$ cat src/rtl/stereo_i2s_tx_pkg.sv
// Shared audio definitions for the I2S transmitter: sample/frame geometry,
// word-select levels and the slot-to-LRCLK mapping.
package stereo_i2s_tx_pkg;

    localparam int SAMPLE_W    = 16;
    localparam int FRAME_BITS  = 2 * SAMPLE_W;
    localparam int CNT_W       = $clog2(FRAME_BITS);

    localparam logic LR_LEFT   = 1'b0;
    localparam logic LR_RIGHT  = 1'b1;

    localparam int LR_RISE_BIT = SAMPLE_W - 1;
    localparam int LR_FALL_BIT = FRAME_BITS - 1;

    typedef logic [CNT_W-1:0] bit_cnt_t;

    // Word select runs one BCLK ahead of the data, so the right slot spans
    // counts 15..30 and the left slot wraps around through 31.
    function automatic logic slot_lr(input bit_cnt_t k);
        if ((k >= bit_cnt_t'(LR_RISE_BIT)) && (k < bit_cnt_t'(LR_FALL_BIT)))
            return LR_RIGHT;
        return LR_LEFT;
    endfunction

endpackage

$ cat src/rtl/i2s_clk_gen.sv
// Bit-clock generator: divides the system clock down to BCLK and flags the
// system-clock cycle in which BCLK falls.
module i2s_clk_gen #(
    parameter int CLK_DIV = 4
) (
    input  logic clk,
    input  logic reset_n,
    input  logic enable,
    output logic bclk,
    output logic fall_evt
);

    localparam int DIV_W = (CLK_DIV > 2) ? $clog2(CLK_DIV) : 1;

    logic [DIV_W-1:0] div_cnt;
    logic             terminal;

    assign terminal = (div_cnt == DIV_W'(CLK_DIV - 1));
    assign fall_evt = enable && terminal && bclk;

    always_ff @(posedge clk or negedge reset_n) begin
        if (!reset_n) begin
            div_cnt <= '0;
            bclk    <= 1'b0;
        end else if (!enable) begin
            div_cnt <= '0;
            bclk    <= 1'b0;
        end else if (terminal) begin
            div_cnt <= '0;
            bclk    <= ~bclk;
        end else begin
            div_cnt <= div_cnt + 1'b1;
        end
    end

endmodule

$ cat src/rtl/stereo_i2s_tx.sv
// Stereo I2S (Philips) transmitter: double-buffers one L/R pair, serialises
// it MSB first on falling BCLK, and reports frame requests and underruns.
module stereo_i2s_tx
    import stereo_i2s_tx_pkg::*;
#(
    parameter int CLK_DIV = 4
) (
    input  logic                clk,
    input  logic                reset_n,
    input  logic                enable,
    input  logic [SAMPLE_W-1:0] sample_l,
    input  logic [SAMPLE_W-1:0] sample_r,
    input  logic                sample_valid,
    output logic                frame_req,
    output logic                underrun,
    input  logic                clear_underrun,
    output logic                bclk,
    output logic                lrclk,
    output logic                sdata
);

    localparam int IDX_W = CNT_W - 1;

    logic                fall_evt;
    logic                load;
    logic                fresh;
    bit_cnt_t            bit_cnt;
    bit_cnt_t            bit_nxt;
    logic [IDX_W-1:0]    slot_idx;
    logic [SAMPLE_W-1:0] hold_l, hold_r;
    logic [SAMPLE_W-1:0] left_shift, right_shift;
    logic [SAMPLE_W-1:0] load_l, load_r;

    i2s_clk_gen #(.CLK_DIV(CLK_DIV)) u_clk_gen (
        .clk      (clk),
        .reset_n  (reset_n),
        .enable   (enable),
        .bclk     (bclk),
        .fall_evt (fall_evt)
    );

    assign bit_nxt  = bit_cnt + 1'b1;
    assign load     = fall_evt && (bit_cnt == bit_cnt_t'(LR_FALL_BIT));
    assign slot_idx = ~bit_nxt[IDX_W-1:0];

    // A sample arriving in the load cycle goes straight into this frame.
    assign load_l = sample_valid ? sample_l : hold_l;
    assign load_r = sample_valid ? sample_r : hold_r;

    always_ff @(posedge clk or negedge reset_n) begin
        if (!reset_n) begin
            hold_l <= '0;
            hold_r <= '0;
        end else if (sample_valid) begin
            hold_l <= sample_l;
            hold_r <= sample_r;
        end
    end

    always_ff @(posedge clk or negedge reset_n) begin
        if (!reset_n) begin
            fresh     <= 1'b0;
            underrun  <= 1'b0;
            frame_req <= 1'b0;
        end else begin
            frame_req <= load;
            if (load)
                fresh <= 1'b0;
            else if (sample_valid)
                fresh <= 1'b1;
            if (load && !fresh && !sample_valid)
                underrun <= 1'b1;
            else if (clear_underrun)
                underrun <= 1'b0;
        end
    end

    always_ff @(posedge clk or negedge reset_n) begin
        if (!reset_n) begin
            left_shift  <= '0;
            right_shift <= '0;
        end else if (load) begin
            left_shift  <= load_l;
            right_shift <= load_r;
        end
    end

    // Counter, data and word select all advance on the falling BCLK event.
    always_ff @(posedge clk or negedge reset_n) begin
        if (!reset_n) begin
            bit_cnt <= bit_cnt_t'(LR_FALL_BIT);
            lrclk   <= LR_LEFT;
            sdata   <= 1'b0;
        end else if (!enable) begin
            bit_cnt <= bit_cnt_t'(LR_FALL_BIT);
            lrclk   <= LR_LEFT;
            sdata   <= 1'b0;
        end else if (fall_evt) begin
            bit_cnt <= bit_nxt;
            lrclk   <= slot_lr(bit_nxt);
            if (load)
                sdata <= load_l[SAMPLE_W-1];
            else if (bit_nxt[CNT_W-1])
                sdata <= right_shift[slot_idx];
            else
                sdata <= left_shift[slot_idx];
        end
    end

endmodule

$ cat config.mk
export PLATFORM = sky130hd
export DESIGN_NAME = stereo_i2s_tx
export DESIGN_NICKNAME = d
export VERILOG_FILES = /design/src/rtl/stereo_i2s_tx_pkg.sv /design/src/rtl/i2s_clk_gen.sv /design/src/rtl/stereo_i2s_tx.sv
export SDC_FILE = /design/constraint.sdc
export NUM_CORES = 1
export LEC_CHECK = 0
export CORE_MARGIN = 3
export CORE_UTILIZATION = 50
export DETAILED_ROUTE_END_ITERATION = 7
export PLACE_DENSITY_LB_ADDON = 0.08
export SLEW_MARGIN = 30
export SYNTH_ARGS = -nofsm -noshare
export SYNTH_HDL_FRONTEND = slang
export SYNTH_HIERARCHICAL = 1
export SYNTH_SLANG_ARGS = --single-unit
$ cat constraint.sdc
create_clock -name clk -period 2.95 [get_ports clk]
set_input_delay 0.59 -clock clk [delete_from_list [all_inputs] [get_ports clk]]
set_output_delay 0.59 -clock clk [all_outputs]
set_load 0.1 [all_outputs]
==> out/results.txt, run 1 <==
Sequential area share after synthesis = 58.5%
TritonRoute pass-1 iters = 4
Max cap viols = 0
Critical Path Fanout Max = 8
Fraction of registers with async set/reset = 100%
Power per cell area = 591 nW/µm²
Routed vias = 2085
Clock buffer depth = 2
R2R depth = 6
Slew Limit Fails = 0
CP Class = reg -> reg
Most frequent cells in the layout = nand2_1, dfrtp_1, clkdlybuf4s50_1, mux2_2, buf_4
Unrepaired setup endpoints after global routing = no
Initial cell density of the core = 53.6%
# IOs = 42
P&R area growth vs syn = 21.7%
Synth Area in Adders = 1.51%
PortBufs = 41
Crit path max-delay cell type = mux4_1
Initial antenna violation count = 0
Fin crit period = 2.53 ns
Max incr delay on CP = 0.59 ns
Clk_skew = 0.00582 ns
Ys flop type = dfrtp_1
Pleak = 1.93 nW
Final Power = 2.38 mW
Least-Margin Pin Slew = 0.678 ns
Post-synth EDFFs = 0
Hold Buf Count CTS = 0
Seq cells post-synth = 77
Vias in the first global route = 2261
Avg WL per Cell = 14.8 µm
Synth Instances = 278
Status = finished clean
Syn avg cell area = 11.9 µm²
Final Hold Fails = 0
Max Freq = 0.395 GHz
Clk sink count = 77
Routed wire length = 5.98 mm
Vias/cell = 5.16
Core box area = 6170 µm²
Number of placement rows = 28
Clk slew on worst S/H paths = 0.08 ns
Synthesized net count = 319
Total GRT Usage = 18.0%
Grt total ovfl = 0
Post-synthesis simple-gate area fraction = 14.4%
Worst hold path type = in -> async
Xor/xnor share of the synthesized area = 1.89%
CTS Buf Count = 9
Synth Cell Area = 3300 µm²
Clk_lat worst skew = 0.34 ns
CTS tree = yes
Most common cell after layout, fill and taps aside = nand2_1
Initial DRC count = 69
Compound-Gate Fraction of Synth Area = 2.57%
Die Ht = 87.3 µm
Die area = 7620 µm²
Total setup buffers inserted after CTS = 0
HPWL Detailed = 4.05 mm
CP required = 3.18 ns
Post-route ant nets = 0
Cell variety after synth = 34
Post-synthesis mux area share = 18.4%
Setup TNS = 0 ns
Final hold slack = 0.253 ns
Inserted Diodes = 0
Layout cells sized above 1 = 23.7%
H-tree depth = 3
Routability Congestion = 0.737
DR DRC count = 0
CTS root buffer = clkbuf_8
Setup crit end kind = flip-flop
Slew headroom = 54.8%
Die W = 87.3 µm
Post-Route Utilization = 65.2%
CTS resizes = 0
Peak VDD IR = 403 µV
Main combinational cell family by area after synthesis = multiplexers
Largest net degree at the start of global routing = 78
Critical-path cell list = ha_1 -> xor2_4 -> mux4_1 -> mux2_2 -> a211oi_1 -> nor3_1
Ys Warns = 6
Global-route wire length before repair = 10.5 mm
Tcrit/Tclk final = 85.9%
Nets = 365
Critical Path Start Type = flip-flop
Critical path data arrival time = 2.76 ns
Final setup fails = 0
-- flip-flops by register name, summed over array words and instances, names as in the netlist --
register / cells
left_shift: 16
underrun: 1
right_shift: 16
u_clk_gen/bclk: 1
hold_r: 16
frame_req: 1
hold_l: 16
u_clk_gen/div_cnt: 2
bit_cnt: 5
lrclk: 1
fresh: 1
sdata: 1
-- synthesized netlist by cell type, types with 3 or more instances --
| master | count | area share [%] |
|---|---|---|
| inv_1 | 3 | 0.34 |
| o21ai_0 | 5 | 0.76 |
| mux2_2 | 34 | 12 |
| mux4_1 | 4 | 3.2 |
| and3_2 | 3 | 0.68 |
| nor2_1 | 4 | 0.45 |
| buf_1 | 3 | 0.34 |
| mux4_2 | 4 | 2.7 |
| dfstp_2 | 5 | 4.0 |
| dfrtp_1 | 72 | 55 |
| ha_1 | 4 | 1.5 |
| mux2i_1 | 3 | 0.91 |
| clkbuf_1 | 7 | 0.80 |
| nand2_1 | 101 | 11 |
-- final timing paths --
| check | start | end | slack, ns |
|---|---|---|---|
| hold reg to reg | u_clk_gen/div_cnt[0]$_DFF_PN0_ | u_clk_gen/div_cnt[0]$_DFF_PN0_ | 0.45 |
| hold / removal | reset_n | hold_l[13]$_DFF_PN0_ | 0.25 |
| max in group asynchronous | reset_n | right_shift[10]$_DFFE_PN0P_ | 2.22 |
| setup reg to reg | bit_cnt[1]$_DFFE_PN1P_ | sdata$_DFFE_PN0P_ | 0.42 |
| setup / recovery | bit_cnt[1]$_DFFE_PN1P_ | sdata$_DFFE_PN0P_ | 0.42 |
| min in group clk | u_clk_gen/div_cnt[0]$_DFF_PN0_ | u_clk_gen/div_cnt[0]$_DFF_PN0_ | 0.45 |
-- cells by family after synthesis --
| logic type | count (synthesis) |
|---|---|
| compound gates | 13 |
| xor+xnor | 5 |
| fa+ha+maj | 4 |
| buf+inv | 17 |
| flops | 77 |
| mux | 45 |
| simple gates | 117 |
-- metal layers --
metal | vias to the layer above | track usage, % | part of all wire (%)
met5 | - | 0 | 0
li1 | 1018 | - | -
met2 | 41 | 30.3 | 49
met3 | 8 | 3.97 | 4.8
met4 | 0 | 7.53 | 1.9
met1 | 1018 | 22.5 | 44
-- report_power, final --
| part | switching, mW | internal, mW | leakage [nW] |
|---|---|---|---|
| sequential | 0.0369 | 1.15 | 0.973 |
| combinational | 0.102 | 0.130 | 0.837 |
| clock | 0.396 | 0.566 | 0.116 |
| total | 0.535 | 1.84 | 1.93 |
-- critical path: cells and delay by family (launching register included) --
| family | cells | cell delay (ns) |
|---|---|---|
| mux | 2 | 0.87 |
| flops | 1 | 0.57 |
| xor+xnor | 1 | 0.35 |
| fa+ha+maj | 1 | 0.29 |
| compound gates | 1 | 0.24 |
| simple gates | 1 | 0.08 |
-- cell type report --
class,count,area (µm²)
clock buffers,9,124
multi-input cells,184,1280
repair buffers,48,452
fillers,517,2150
inverters,4,15.0
well taps,75,93.8
clock inverters,7,123
flip-flops and latches,77,1930
-- per-stage QoR --
stage	instances	area, µm²	setup slack [ns]
CTS	404	4020	0.403
global placement	388	3770	0.512
detailed placement	388	3770	0.422
finish	404	4020	0.417
floorplan	278	3300	0.627
global route	404	4020	0.278
Note: power is estimated with default switching activity, not from simulation.
==> inputs of run 2 (changes only) <==
- CTS_CLUSTER_SIZE: not set -> 10
==> results of run 2 <==
The final DEF is identical to that of run 1; final timing and power are the same.
